### config.mk
export PLATFORM = sky130hd
export DESIGN_NAME = div_unit
export DESIGN_NICKNAME = d
export VERILOG_FILES = /design/src/rtl/div_unit.sv
export SDC_FILE = /design/constraint.sdc
export NUM_CORES = 1
export LEC_CHECK = 0
export ABC_AREA = 1
export BUFFER_PORTS_ARGS = -buffer_cell sky130_fd_sc_hd__buf_2
export CAP_MARGIN = 0
export CORE_MARGIN = 1
export CORE_UTILIZATION = 47
export CTS_CLUSTER_DIAMETER = 60
export DETAILED_ROUTE_END_ITERATION = 8
export PLACE_DENSITY = 0.69
export SYNTH_ARGS = -nofsm -noshare
export SYNTH_HDL_FRONTEND = slang
export SYNTH_SLANG_ARGS = --single-unit
### constraint.sdc
create_clock -name clk -period 6.6 [get_ports clk]
set_input_delay 1.32 -clock clk [delete_from_list [all_inputs] [get_ports clk]]
set_output_delay 1.32 -clock clk [all_outputs]
set_load 0.01 [all_outputs]
### src/rtl/div_unit.sv
// div_unit: 32-bit restoring divider for DIV/DIVU/REM/REMU with register-file writeback.
// Ports: clk, rst (async, active-high); start, op[1:0] (00 DIV, 01 DIVU, 10 REM, 11 REMU),
//   rs1_data (dividend), rs2_data (divisor), rd_in -> busy, done (1-cycle pulse), result,
//   rd_out, regwrite.
// Option: DIV_EARLY_OUT_EN makes divide-by-zero and signed overflow skip the 32 CALC cycles.
module div_unit (
  input  logic        clk,
  input  logic        rst,
  input  logic        start,
  input  logic [1:0]  op,
  input  logic [31:0] rs1_data,
  input  logic [31:0] rs2_data,
  input  logic [4:0]  rd_in,
  output logic        busy,
  output logic        done,
  output logic [31:0] result,
  output logic [4:0]  rd_out,
  output logic        regwrite
);
  typedef enum logic [1:0] {IDLE, CALC, DONE} state_t;
  state_t state, state_next;
  logic [4:0] cnt, rd_q;
  logic [31:0] q, r, b, diff, q_n, r_n, quot, rem;
  logic [32:0] rs;
  logic is_rem, neg_q, neg_r, dz, ge, s1, s2, early;
  assign s1 = ~op[0] & rs1_data[31];
  assign s2 = ~op[0] & rs2_data[31];
`ifdef DIV_EARLY_OUT_EN
  logic dz_in, ovf_in;
  logic [31:0] early_res;
  assign dz_in = rs2_data == 32'd0;
  assign ovf_in = ~op[0] && rs1_data == 32'h8000_0000 && rs2_data == 32'hFFFF_FFFF;
  assign early = dz_in | ovf_in;
  assign early_res = op[1] ? (dz_in ? rs1_data : 32'd0) : (dz_in ? 32'hFFFF_FFFF : 32'h8000_0000);
`else
  assign early = 1'b0;
`endif
  // q starts as the dividend magnitude and shifts its bits into r while quotient bits shift in.
  // A zero divisor naturally gives q=all ones and r=|dividend|; only signed DIV needs overriding.
  always_comb begin
    rs = {r, q[31]};
    ge = rs >= {1'b0, b};
    diff = rs[31:0] - b;
    r_n = ge ? diff : rs[31:0];
    q_n = {q[30:0], ge};
    quot = dz ? 32'hFFFF_FFFF : (neg_q ? -q_n : q_n);
    rem = neg_r ? -r_n : r_n;
  end
  always_comb begin
    state_next = state;
    state_next = state == IDLE ? (start ? (early ? DONE : CALC) : IDLE)
               : state == CALC ? (cnt == 5'd31 ? DONE : CALC) : IDLE;
  end
  always_ff @(posedge clk or posedge rst)
    if (rst) state <= IDLE;
    else state <= state_next;
  always_ff @(posedge clk or posedge rst) begin
    if (rst) begin
      cnt <= '0;
      q <= '0;
      r <= '0;
      b <= '0;
      is_rem <= 1'b0;
      neg_q <= 1'b0;
      neg_r <= 1'b0;
      dz <= 1'b0;
      rd_q <= '0;
      result <= '0;
      rd_out <= '0;
    end else if (state == IDLE && start) begin
      cnt <= '0;
      q <= s1 ? -rs1_data : rs1_data;
      r <= '0;
      b <= s2 ? -rs2_data : rs2_data;
      is_rem <= op[1];
      neg_q <= s1 ^ s2;
      neg_r <= s1;
      dz <= rs2_data == 32'd0;
      rd_q <= rd_in;
`ifdef DIV_EARLY_OUT_EN
      if (early) begin
        result <= early_res;
        rd_out <= rd_in;
      end
`endif
    end else if (state == CALC) begin
      q <= q_n;
      r <= r_n;
      cnt <= cnt + 5'd1;
      if (cnt == 5'd31) begin
        result <= is_rem ? rem : quot;
        rd_out <= rd_q;
      end
    end
  end
  assign busy = state != IDLE;
  assign done = state == DONE;
  assign regwrite = done && rd_out != 5'd0;
endmodule

==> results of run 1 <==
flip-flops by register name, indices dropped and copies added, names as in the netlist, 2 cells and up:
register,count
q,32
cnt,5
result,32
b,32
r,32
state,2
rd_q,5
rd_out,5
metal layers:
| layer | global-route usage (%) | vias to the layer above | share of wire, % |
|---|---|---|---|
| met4 | 8.74 | 0 | 2.0 |
| met5 | 0 | - | 0 |
| met1 | 44.9 | 6079 | 47 |
| met3 | 5.81 | 48 | 7.8 |
| li1 | - | 6557 | - |
| met2 | 48.0 | 492 | 44 |
worst paths after layout:
kind	end	slack, ns
min reg2reg	result[21]$_DFFE_PP0P_	0.48
min in group asynchronous	rd_out[2]$_DFFE_PP0P_	1.06
max reg2reg	result[28]$_DFFE_PP0P_	1.85
max	result[28]$_DFFE_PP0P_	1.85
min	result[21]$_DFFE_PP0P_	0.48
max in group asynchronous	result[4]$_DFFE_PP0P_	4.18
placed cells by master (no fill, tap or decap), types with 26 or more instances in the layout:
| master | count |
|---|---|
| xor2_1 | 52 |
| dfrtp_1 | 149 |
| a21oi_1 | 56 |
| nand2_2 | 26 |
| nor2_1 | 162 |
| buf_2 | 113 |
| o21ai_0 | 178 |
| inv_1 | 280 |
| ha_1 | 38 |
| nand3_1 | 183 |
| nand2_1 | 601 |
critical path: cells and delay by family, from the launching register on:
family	cells	cell delay [ns]
simple gates	18	2.68
buf+inv	6	0.62
fa+ha+maj	2	0.55
compound gates	3	0.38
flops	1	0.36
logic make-up after synthesis:
kind of cell | Yosys count
DFF | 149
adders and majority gates | 39
and+or+nand+nor | 1086
AOI/OAI and AO/OA | 299
xor gates and xnor gates | 69
buffers and inverters | 360
cell type report:
| class | count | area (um2) | area share, % |
|---|---|---|---|
| clock inverter | 13 | 139 | 0.996 |
| clock buffer | 19 | 443 | 3.18 |
| multi-input combinational | 1493 | 7470 | 53.6 |
| sequential | 149 | 3730 | 26.7 |
| timing repair buffer | 122 | 633 | 4.54 |
| inverter | 295 | 1110 | 7.98 |
| tap | 335 | 419 | 3.01 |
metrics by stage:
step / area, um2 / std cells / hold WS [ns] / util, % / setup WS [ns]
final: 13900 / 2426 / 0.478 / 53.3 / 1.85
after global routing: 13900 / 2426 / 0.498 / 53.3 / 1.32
after CTS: 13900 / 2426 / 0.484 / 53.3 / 1.94
after detailed placement: 13400 / 2394 / 0.464 / 51.1 / 1.97
after global placement: 13400 / 2394 / 0.464 / 51.1 / 2.07
after floorplan: 12600 / 2002 / 0.453 / - / 1.27
==> flow_summary.ini, run 1 <==
[timing]
skew_ns = 0.0181
hold_viol_final = 0
setup_viol = 0
slew_headroom_pct = 24.6
post-route-min-period_ns = 4.75
fmax_mhz = 211
drv_slew = 0
tightest_slew_ns = 1.13
rsz0062_at_grt = false
tns_ns = 0
post-route-period-util_pct = 72.0

[critical_path]
crit_slowest_cell = dfrtp_1
worstSetupPathType = reg -> reg
critPathMostFrequentCell = nand2_1
crit_fanout = 42
startpoint_type = register
startpoint = b[21]$_DFFE_PP0P_
crit_path_max_incr_delay_ns = 0.36
worst_setup_path_end_kind = register
r2r_start = b[21]$_DFFE_PP0P_
arrival_ns = 5.07
reg2regPathDepth = 29
required_ns = 6.92

[die]
dieArea_um2 = 27400
io_pins = 114
start_util_pct = 48.1
coreArea_um2 = 26100
die-height_um = 166
die_x_um = 166
placementRows = 59

[logic_synthesis]
synth.avg_cell_area_um2 = 6.28
synthFlopType = dfrtp_1
synth_top_area_share_pct = 29.6
synthXorXnorAreaFrac_pct = 4.80
yosys.area_share.simple_pct = 37.4
synthMuxAreaShare_pct = 0
netlist_area_um2 = 12600
synthArstFlopShare_pct = 100
synthAdderAreaFrac_pct = 3.94
synth_common_cells = nand2_1, inv_1, nand3_1
synth_top_family_by_area = simple AND/OR/NAND/NOR gates
ys_warn_count = 0
synth_edf_count = 0
syn_inst = 2002
synth-compound-area-share_pct = 13.1
synth_top_area_cell = dfrtp_1
ys_types = 52
ys_top_cells_by_area = dfrtp_1, nand2_1, inv_1, nand3_1, o21ai_0
seq_area_frac_synth_pct = 29.6
yosys_register_bits = 149
postSynthNetCount = 2115
yosysMostFrequentCell = nand2_1

[clock_tree]
cts-root-buf = clkbuf_16
cts_resized = 0
htree_levels = 4
tritoncts = done
post_cts_buffers = 0
clk_pin_slew_ns = 0.07
clock_latency_ns = 0.43
max-clock-path-buffers = 2
cts-hold-fix-buffers = 0
numCtsBuffers = 17
cts_sinks = 149

[placement]
portBuffers = 113
gp_congestion = 0.969
dp_hpwl_um = 32800

[cells_and_area]
num_antenna_cells = 0
fillers = 2705
areaGrowthSynthToFinish_pct = 10.8
final_nets = 2191
drive_gt1_share_pct = 11.4

[hold_path]
hold_start = result[21]$_DFFE_PP0P_
worstHoldPathType = reg -> reg
whs_path_depth = 2

[global_routing]
grt_pass1_vias = 12400
track_usage_pct = 31.3
grt_overflow_total = 0
antenna_found_initial = 1
grt_pass1_wl_um = 67800
grt_max_degree = 93

[drt]
final_antenna_net_count = 0
drtPass1Iterations = 7
drcViolationCount = 2
wirelength_um = 41700
vias = 13200
drt_iter0_drc = 1240
vias_per_cell = 5.43
wl_per_cell_um = 17.2

[status]
violations = DRC
status = complete, but fails checks

[job]
max_cap_viol_count = 0
Power of run 1 is left out: the tool's default activity adds up to more than one toggle a clock period on the data nets, which glitch-free logic cannot reach.
==> run 2: changes to the inputs <==
Clock period 6.6 ns to 4.4 ns, I/O delays scaled along.
==> run 2 against run 1 <==
  * The run still ends with DRC left
  * Routed wire length grew 6.6%
  * Via count is 1.1% higher
  * Die area unchanged
  * Clock skew decreased by 0.0086 ns
  * Critical endpoint unchanged
  * Largest cell class unchanged
==> flow_summary.ini, run 2 (synthesis results as in run 1) <==
[status]
status = complete, but fails checks
violations = DRC

[timing]
setup_viol = 0
post-route-period-util_pct = 88.6
hold_viol_final = 0
hold_ws_ns = 0.479
slew_headroom_pct = 23.9
tightest_slew_ns = 1.14
tns_ns = 0
post-route-min-period_ns = 3.90
skew_ns = 0.00947
drv_slew = 0
fmax_mhz = 257
rsz0062_at_grt = false

[drt]
vias = 13300
wl_per_cell_um = 18.2
drcViolationCount = 4
wirelength_um = 44400
drt_iter0_drc = 1177
final_antenna_net_count = 0
vias_per_cell = 5.46
drtPass1Iterations = 8

[clock_tree]
cts-root-buf = clkbuf_16
cts_resized = 0
clk_pin_slew_ns = 0.07
tritoncts = done
numCtsBuffers = 17
cts_sinks = 149
post_cts_buffers = 0
max-clock-path-buffers = 2
cts-hold-fix-buffers = 0
clock_latency_ns = 0.45
htree_levels = 4

[global_routing]
grt.busiest_layer = met2
grt_max_degree = 103
met3_usage_pct = 6.88
met1_usage_pct = 46.0
grt_overflow_total = 0
gr-usage-met2_pct = 51.2
antenna_found_initial = 0
grt_pass1_wl_um = 70400
grt_pass1_vias = 12800
track_usage_pct = 33.0

[placement]
gp_congestion = 0.993
dp_hpwl_um = 34700
portBuffers = 113
dp_cells = 2407

[job]
max_cap_viol_count = 0

[critical_path]
required_ns = 4.73
arrival_ns = 4.23
reg2regPathDepth = 26
reg2reg_setup_slack_ns = 0.50
worstSetupPathType = reg -> reg
r2r_start = r[23]$_DFFE_PP0P_
r2r-end = result[28]$_DFFE_PP0P_
crit_fanout = 5
worst_setup_path_end_kind = register
startpoint_type = register

[cells_and_area]
final_cells = 2440
drive_gt1_share_pct = 12.2
mostFrequentLayoutCell = nand2_1
areaGrowthSynthToFinish_pct = 12.2
layout_common_cells = nand2_1, inv_1, nand3_1
final_nets = 2204

[die]
placementRows = 59
coreArea_um2 = 26100
start_util_pct = 48.1
die_x_um = 166
dieArea_um2 = 27400
die-height_um = 166
io_pins = 114

[hold_path]
whs_endpoint = result[29]$_DFFE_PP0P_
worstHoldPathType = reg -> reg
whs_path_depth = 2
hold_start = result[29]$_DFFE_PP0P_
-- run 2: cell count changes in the layout (fill, tap and decap cells not counted), sizes merged --
cell    before  now
clkbuf      19   17
buf        122  135
diode        0    1
bufinv       1    3
-- run 2: critical path: stages, from the launching register on --
cell and delay, ns:
dfrtp_1 0.43, ha_1 0.39, a21oi_1 0.24, nand2_1 0.15
a21oi_4 0.18, nor2_2 0.08, nor2_8 0.14, nand2_8 0.06
inv_2 0.07, ha_1 0.18, nand2_1 0.07, nor2_2 0.11
inv_1 0.06, nor2_1 0.12, nand2_1 0.12, nor3_2 0.17
nand2_1 0.12, nor2_2 0.16, nand3_2 0.13, nor2_2 0.15
nand3_1 0.12, nand2_1 0.12, a21oi_1 0.07, o21ai_1 0.13
inv_1 0.07, nand2_1 0.07, nand2_1 0.05
-- run 2: cell type report --
class | count | area, um2
multi-input combinational | 1493 | 7480
sequential | 149 | 3730
timing repair buffer | 135 | 743
clock inverter | 15 | 210
tap | 335 | 419
inverter | 295 | 1110
antenna | 1 | 2.50
fill | 2703 | 12000
clock buffer | 17 | 425
-- run 2: routing by layer --
layer,vias to the layer above,share of wire [%]
met5,-,0
met4,0,2.2
met3,63,7.8
met2,475,44
met1,6205,46
li1,6574,-
-- run 2: worst max-delay path by stage --
stage,startpoint,endpoint,slack (ns)
2_1_floorplan,r[19]$_DFFE_PP0P_,result[28]$_DFFE_PP0P_,0.76
3_3_place_gp,r[23]$_DFFE_PP0P_,result[28]$_DFFE_PP0P_,0.37
3_5_place_dp,b[21]$_DFFE_PP0P_,result[28]$_DFFE_PP0P_,0.34
4_1_cts,r[23]$_DFFE_PP0P_,result[28]$_DFFE_PP0P_,0.32
5_1_grt,r[11]$_DFFE_PP0P_,result[28]$_DFFE_PP0P_,0.06
6_report,r[23]$_DFFE_PP0P_,result[28]$_DFFE_PP0P_,0.50
-- run 2: per-stage QoR --
step | cell area [um2] | setup slack, ns | utilization [%]
floorplan | 12600 | 0.755 | -
global placement | 13500 | 0.367 | 51.5
detailed placement | 13500 | 0.338 | 51.5
CTS | 14100 | 0.316 | 54.0
global route | 14100 | 0.0616 | 54.0
finish | 14100 | 0.503 | 54.0
Power of run 2 is left out for the same reason.
